<file path="config.mk">
export PLATFORM = sky130hd
export DESIGN_NAME = exp_sum
export DESIGN_NICKNAME = d
export VERILOG_FILES = /design/src/rtl/exp_sum.sv
export SDC_FILE = /design/constraint.sdc
export NUM_CORES = 1
export LEC_CHECK = 0
export ABC_AREA = 1
export CORE_MARGIN = 2
export CORE_UTILIZATION = 30
export CTS_CLUSTER_SIZE = 30
export DETAILED_ROUTE_END_ITERATION = 7
export DONT_BUFFER_PORTS = 1
export PLACE_DENSITY = 0.51
export SYNTH_ARGS = -nofsm -noshare
export SYNTH_HDL_FRONTEND = slang
export SYNTH_SLANG_ARGS = --single-unit
export TNS_END_PERCENT = 100
</file>
<file path="constraint.sdc">
create_clock -name clk -period 6.3 [get_ports clk]
set_clock_uncertainty 0.2 [all_clocks]
set_input_delay 0.63 -clock clk [delete_from_list [all_inputs] [get_ports clk]]
set_output_delay 0.63 -clock clk [all_outputs]
set_load 0.01 [all_outputs]
</file>
<file path="src/rtl/exp_sum.sv">
// exp_sum: softmax numerator stage. Re-streams a vector against its latched max,
// emits e^(x - max) in Q16.16 and accumulates the softmax denominator.
module exp_sum #(
  parameter int DW       = 32,
  parameter int N        = 32,
  parameter int LUT_BITS = 6,
  parameter int SW       = DW + $clog2(N)
) (
  input  logic          clk,
  input  logic          rst,
  input  logic          start,
  input  logic [DW-1:0] max_in,
  input  logic [DW-1:0] din,
  input  logic          din_valid,
  output logic [DW-1:0] exp_out,
  output logic          exp_valid,
  output logic [SW-1:0] sum_out,
  output logic          done
);

  localparam int CW  = (N > 1) ? $clog2(N) : 1;
  localparam int LB6 = (LUT_BITS < 6) ? LUT_BITS : 6;
  // Narrower tables are the even-spaced subset of the 64-entry table.
  localparam logic [5:0] IDX_MASK = 6'(6'h3F << (6 - LB6));
  localparam logic signed [63:0] LOG2E = 64'sd94548;

  // round(65536 * 2^(i/64))
  localparam logic [16:0] LUT [64] = '{
    17'd65536,  17'd66250,  17'd66971,  17'd67700,  17'd68438,  17'd69183,  17'd69936,  17'd70698,
    17'd71468,  17'd72246,  17'd73032,  17'd73828,  17'd74632,  17'd75444,  17'd76266,  17'd77096,
    17'd77936,  17'd78785,  17'd79642,  17'd80510,  17'd81386,  17'd82273,  17'd83169,  17'd84074,
    17'd84990,  17'd85915,  17'd86851,  17'd87796,  17'd88752,  17'd89719,  17'd90696,  17'd91684,
    17'd92682,  17'd93691,  17'd94711,  17'd95743,  17'd96785,  17'd97839,  17'd98905,  17'd99982,
    17'd101070, 17'd102171, 17'd103283, 17'd104408, 17'd105545, 17'd106694, 17'd107856, 17'd109031,
    17'd110218, 17'd111418, 17'd112631, 17'd113858, 17'd115098, 17'd116351, 17'd117618, 17'd118899,
    17'd120194, 17'd121502, 17'd122825, 17'd124163, 17'd125515, 17'd126882, 17'd128263, 17'd129660
  };

  typedef enum logic [1:0] {IDLE, RUN, DRAIN, DONE} state_t;
  state_t state, state_nx;

  logic [CW-1:0] cnt;
  logic [1:0]    drain_cnt;
  logic [DW-1:0] m_q;
  logic          accept;

  logic                v1, v2, v3;
  logic signed [DW:0]  d_full, d1;
  logic signed [63:0]  d_ext, prod, t2, kneg;
  logic                zero3;
  logic [4:0]          k3;
  logic [5:0]          idx3;
  logic [DW-1:0]       lut_word, exp_n;

  assign accept = (state == RUN) && din_valid;

  always_ff @(posedge clk) begin
    if (rst) state <= IDLE;
    else     state <= state_nx;
  end

  always_comb begin
    state_nx = state;
    unique case (state)
      IDLE:    if (start) state_nx = RUN;
      RUN:     if (accept && cnt == CW'(N - 1)) state_nx = DRAIN;
      DRAIN:   if (drain_cnt == 2'd2) state_nx = DONE;
      DONE:    state_nx = IDLE;
      default: state_nx = IDLE;
    endcase
  end

  always_comb begin
    d_full   = $signed({din[DW-1], din}) - $signed({m_q[DW-1], m_q});
    d_ext    = {{(63 - DW){d1[DW]}}, d1};
    prod     = d_ext * LOG2E;
    kneg     = t2 >>> 16;
    lut_word = DW'(LUT[idx3]);
    exp_n    = zero3 ? '0 : (lut_word >> k3);
  end

  // Stage 3 splits into a k/idx register and the exp_out register so that
  // exp_valid lands three cycles after the accepting edge.
  always_ff @(posedge clk) begin
    if (rst) begin
      cnt       <= '0;
      drain_cnt <= '0;
      m_q       <= '0;
      done      <= 1'b0;
      sum_out   <= '0;
      exp_out   <= '0;
      exp_valid <= 1'b0;
      v1        <= 1'b0;
      v2        <= 1'b0;
      v3        <= 1'b0;
      d1        <= '0;
      t2        <= '0;
      zero3     <= 1'b0;
      k3        <= '0;
      idx3      <= '0;
    end else begin
      done      <= (state == DONE);
      drain_cnt <= (state == DRAIN) ? drain_cnt + 2'd1 : 2'd0;
      if (state == IDLE && start) begin
        m_q <= max_in;
        cnt <= '0;
      end else if (accept) begin
        cnt <= cnt + 1'b1;
      end

      v1 <= accept;
      d1 <= (!d_full[DW] && |d_full) ? '0 : d_full;
      v2 <= v1;
      t2 <= prod >>> 16;
      v3    <= v2;
      zero3 <= (kneg < -64'sd16);
      k3    <= 5'(-kneg);
      idx3  <= t2[15:10] & IDX_MASK;

      exp_valid <= v3;
      if (v3) exp_out <= exp_n;
      if (state == IDLE && start) sum_out <= '0;
      else if (v3)                sum_out <= sum_out + SW'(exp_n);
    end
  end

endmodule

</file>
Word level (Yosys, flattened, before mapping)
Memories as Yosys holds them, arrays and structs flattened.
Cells that the tools add are included.
{ "totals": {"regBits": 195, "mem_bits_ro": 1088, "inputBits": 68, "output_inout_bits": 71, "word_cells": 54, "mem_count": 1} }
{ "classes": {"addsub": 5, "mul": 1, "order_cmp": 2, "n_eq_ne": 8, "shift": 1, "muxes": 7, "n_bitwise": 2, "reduce_logical": 11} }
{ "memory_table": {"columns": ["memory", "depth", "width", "rd", "rd_clocked_by_memory_dff", "write_ports", "line_no", "text"], "rows": [
  ["(name not given)", 64, 17, 1, 0, 0, "78", "lut_word = DW'(LUT[idx3]);"]
]} }
{ "op_table": {"columns": ["operator", "n"], "rows": [
  ["33-bit by 16-bit multiplier with 49-bit output (second input constant)", 1],
  ["37-bit by 32-bit adder with 37-bit output", 1],
  ["17-bit 2-to-1 mux", 2],
  ["33-bit OR reduction", 1],
  ["32-bit by 32-bit subtractor with 33-bit output", 1],
  ["32-bit 2-to-1 mux", 1],
  ["17-bit by 5-bit right shift with 32-bit output", 1],
  ["19-bit by 5-bit less-than comparator with 1-bit output (second input constant)", 1],
  ["2-bit one-hot mux with 4 select lines", 1],
  ["7-bit greater-or-equal comparator (second input constant)", 1],
  ["6-bit inverter with 7-bit output", 1],
  ["2-bit equality test (second input constant)", 3],
  ["2-bit 2-to-1 mux", 3],
  ["2-bit OR reduction", 3],
  ["5-bit by 1-bit adder with 5-bit output (second input constant)", 1],
  ["5-bit equality test (second input constant)", 1],
  ["5-bit negation", 1],
  ["1-bit logical AND", 4],
  ["2-bit inequality test (second input constant)", 2],
  ["3-bit AND reduction", 1],
  ["2-bit by 1-bit adder with 2-bit output (second input constant)", 1],
  ["2-bit by 1-bit equality test with 1-bit output (second input constant)", 1],
  ["2-bit logical NOT", 1],
  ["2-bit by 1-bit inequality test with 1-bit output (second input constant)", 1],
  ["2 further kinds", 2]
]} }

Longest topological paths before layout
{ "logic_depth": {"ltp_word": 7, "depth_mapped": 36, "depth_no_buf": 36} }

Least setup slack after synthesis
No wires, ideal clock.
{ "synth_timing": {"path_kind": "register to register", "startpoint": "register d1[32]", "endpoint": "register t2[30]", "setup_ns": 0.122, "arrival_ns": 5.199, "required_ns": 5.978, "slack_ns": 0.779, "stages_incl_launch_ff": 20, "n_path_buf": 1, "period_less_slack_ns": 5.521, "path_cell_list": "dfxtp_1 -> buf_2 -> clkinv_1 -> fa_1 -> inv_1 -> ha_1 -> fa_1 -> fa_1 -> inv_1 -> fa_1 -> inv_1 -> ha_1 -> a21oi_1 -> a21boi_0 -> a21boi_0 -> o21ai_0 -> a21oi_1 -> o21ai_0 -> o21ai_0 -> a21oi_1"} }
{ "synth_between": {"elab_chain_len": 1} }
{ "synth_rtl": {"columns": ["element", "line_no", "text"], "rows": [
  ["start: declaration", "48", "logic signed [DW:0] d_full, d1;"],
  ["start signal: assignment", "112", "d1 <= (!d_full[DW] && |d_full) ? '0 : d_full;"],
  ["33-bit by 16-bit multiplier with 49-bit output", "76", "prod = d_ext * LOG2E;"],
  ["end signal: assignment", "114", "t2 <= prod >>> 16;"],
  ["end: declaration", "49", "logic signed [63:0] d_ext, prod, t2, kneg;"]
]} }
Every way passes these cells.
A chain may end at the register's enable or synchronous reset.

Worst setup path in the final report
{ "layout_timing": {"startpoint": "register d1[17]", "endpoint": "register t2[30]"} }
Same word-level chain as after synthesis.

==> reports/results.tsv <==
stage	metric	value	unit
outcome	outcome	complete, no violations	
route	firstDrtPassIters	6	
min_path	min_path_cells	2	
clock_network	cts_tree	done	
sta	tightest_slew	1.09	ns
route	num_vias	18500	
run	timing.max_cap.violations	0	
global_routing	grt_use_total	16.3	%
setup_path	crit_cells	20	
layout	fillers	7799	
layout	areaGrowthSynthToFinish	7.78	%
yosys	synth_area_per_cell	6.95	um2
sta	setup_viol	0	
layout	num-nets-final	3595	
sta	slew_headroom	27.1	%
setup_path	cp_num_buf_inv	5	
floorplan	die_h	271	um
setup_path	cp-start-kind	flip-flop	
global_routing	grt_pass1_wl	96300	um
global_routing	antenna_found_initial	0	
yosys	synthSimpleGateAreaFrac	22.8	%
setup_path	slowest_stage	fa_1	
clock_network	path_clk_slew	0.07	ns
yosys	muxShareOfSynthArea	0	%
clock_network	cts_sinks	170	
route	wl_per_cell	14.6	um
clock_network	root_buffer	clkbuf_16	
yosys	synth_cells	3085	
yosys	synthAdderAreaFrac	33.1	%
min_path	hp-start	rst	
setup_path	r2r_slack	0.36	ns
setup_path	arrival	6.12	ns
setup_path	cpLargestDelayFamily	adder cells	
global_routing	grt_pass1_vias	18500	
sta	rsz0062_at_grt	no	
global_routing	overflow	0	
floorplan	die_w	271	um
global_routing	grt_max_degree	65	
placed_design	gp_congestion	0.918	
floorplan	initial_core_util	30.4	%
yosys	syn-cell-area	0.0214	mm2
placed_design	port_buffers	0	
sta	post-route-period-util	94.3	%
setup_path	max_stage_delay	0.55	ns
floorplan	die-area	0.0736	mm2
layout	drive_gt1_share	3.89	%
setup_path	worstPathRequired	6.47	ns
setup_path	path_cells	inv_1 -> fa_1 -> inv_1 -> ha_1 -> inv_1 -> fa_1 -> fa_1 -> fa_1 -> inv_1 -> fa_1 -> ha_1 -> a21oi_1 -> o21a_1 -> inv_1 -> a21oi_1 -> o21ai_0 -> nor2_1 -> o21ai_0 -> o21ai_0 -> a21oi_1	
yosys	synth-compound-area-share	11.9	%
route	via_per_inst	4.59	
sta	post-route-min-period	5.94	ns
setup_path	cp-end-kind	flip-flop	
yosys	synth_cell_types	47	
min_path	min_path_type	in -> reg	
route	routed_wl	58700	um
setup_path	r2r_end	t2[30]	
yosys	synth-seq-area-share	15.9	%
yosys	ys.flop_type	dfxtp_1	
yosys	async_reset_ff_share	0	%
clock_network	cts_htree_levels	4	
placed_design	hpwl	49200	um
clock_network	cts_made_buffers	17	
yosys	yosys.area_share.xor_xnor	1.84	%
yosys	yosys_warnings	0	
setup_path	r2r.worst_path.cells	20	
floorplan	rows	97	
route	postRouteAntennaNets	0	
setup_path	path_max_fanout	6	
sta	drv_slew	0	
sta	hold_viol	0	
layout	final_util	32.8	%
clock_network	clk_latency	0.50	ns
yosys	ys_ff_latch	170	
min_path	whs_endpoint	t2[25]	
sta	fin_setup_tns	0	ns
clock_network	cts_setup_buffers	0	
clock_network	cts_buffer_depth	2	
yosys	synth_top_family_by_area	adder cells	
route	drcViolationCount	0	
floorplan	core_area	0.0704	mm2
setup_path	r2r-start	d1[17]	
yosys	synth_edf_count	0	
route	first_iter_violations	1032	
sta	fmax	0.168	GHz
floorplan	pin_count	139	
setup_path	path_class	reg -> reg	
-- cell usage after synthesis, drive strengths merged (26+ instances only) --
master / count / area (um2)
clkbuf: 36 / 135
nand4: 28 / 175
nand3: 229 / 1170
fa: 187 / 3740
nand2: 593 / 2260
a21oi: 231 / 1220
ha: 268 / 3350
xor2: 31 / 272
buf: 38 / 240
inv: 716 / 2690
nor3: 26 / 141
nor2: 254 / 983
dfxtp: 170 / 3400
o21ai: 164 / 821
-- registers in the layout (all words and copies together) (netlist names) --
signal and flops:
idx3 6, v3 1, sum_out 37, k3 5, t2 25, state 2
cnt 5, exp_out 17, zero3 1, d1 33, drain_cnt 2, v1 1
v2 1, done 1, exp_valid 1, m_q 32
-- cells by family after synthesis --
group	count (synthesis)
flops	170
buf+inv	797
compound gates	463
simple gates	1154
fa+ha+maj	455
xor+xnor	45
other cells	1
-- timing repair --
item,in CTS,in global routing
hold buffers,1,0
endpoints found under the hold margin,23,0
endpoints found under the setup margin,0,3
resized for setup,0,3
-- stage by stage --
| stage | setup WS (ns) | area, um2 | std cells | hold slack, ns |
|---|---|---|---|---|
| after floorplan | 0.779 | 21500 | 3099 | 0.188 |
| after global placement | 0.241 | 22500 | 3992 | 0.189 |
| after detailed placement | 0.247 | 22500 | 3992 | 0.198 |
| after CTS | 0.190 | 23100 | 4025 | 0.0716 |
| after global routing | 0.00573 | 23100 | 4025 | 0.107 |
| final | 0.357 | 23100 | 4026 | 0.119 |
-- worst max-delay path by stage --
| stage | from | end | slack (ns) |
|---|---|---|---|
| 2_1_floorplan | d1[32] | t2[30] | 0.78 |
| 3_3_place_gp | d1[15] | t2[30] | 0.24 |
| 3_5_place_dp | d1[15] | t2[30] | 0.25 |
| 4_1_cts | d1[15] | t2[30] | 0.19 |
| 5_1_grt | d1[17] | t2[30] | 0.006 |
| 6_report | d1[17] | t2[30] | 0.36 |
-- cells in the final DEF (no fill, tap or decap), types with 6 or more instances in the layout --
master and n:
nand3_1 224, xor2_1 31, ha_1 268, conb_1 15, nand4_1 28, nor2_2 9
a21oi_1 213, nand2_1 578, buf_4 27, a21o_1 12, nand3b_1 10, nor3_1 25
clkinv_1 6, fa_1 187, a21oi_2 18, xnor2_1 14, a31oi_1 11, inv_1 713
nand2_2 15, o21bai_1 13, clkbuf_16 17, nor2_1 244, o211ai_1 7, o21a_1 7
nor4_1 9, dfxtp_1 166, o21ai_0 164
-- layer usage --
metal / share of wire (%) / vias to the layer above / routed length, um / track usage (%)
met2: 46 / 330 / 27200 / 27.3
li1: - / 9601 / - / -
met1: 48 / 8494 / 27900 / 21.4
met3: 3.7 / 66 / 2150 / 2.56
met5: 0 / - / 0 / 0
met4: 2.4 / 0 / 1420 / 5.32
-- final cells by class --
cell class	instances	area [um2]	share of cell area [%]
Tap cell	940	1180	5.09
Clock buffer	18	429	1.86
Multi-Input combinational cell	2132	15000	64.9
Timing Repair Buffer	28	213	0.921
Clock inverter	14	161	0.699
Sequential cell	170	3410	14.8
Antenna cell	1	2.50	0.0108
Inverter	723	2710	11.7
Power is not shown: default switching activity piles up to over one toggle a cycle in this logic, so the estimate is an artifact.
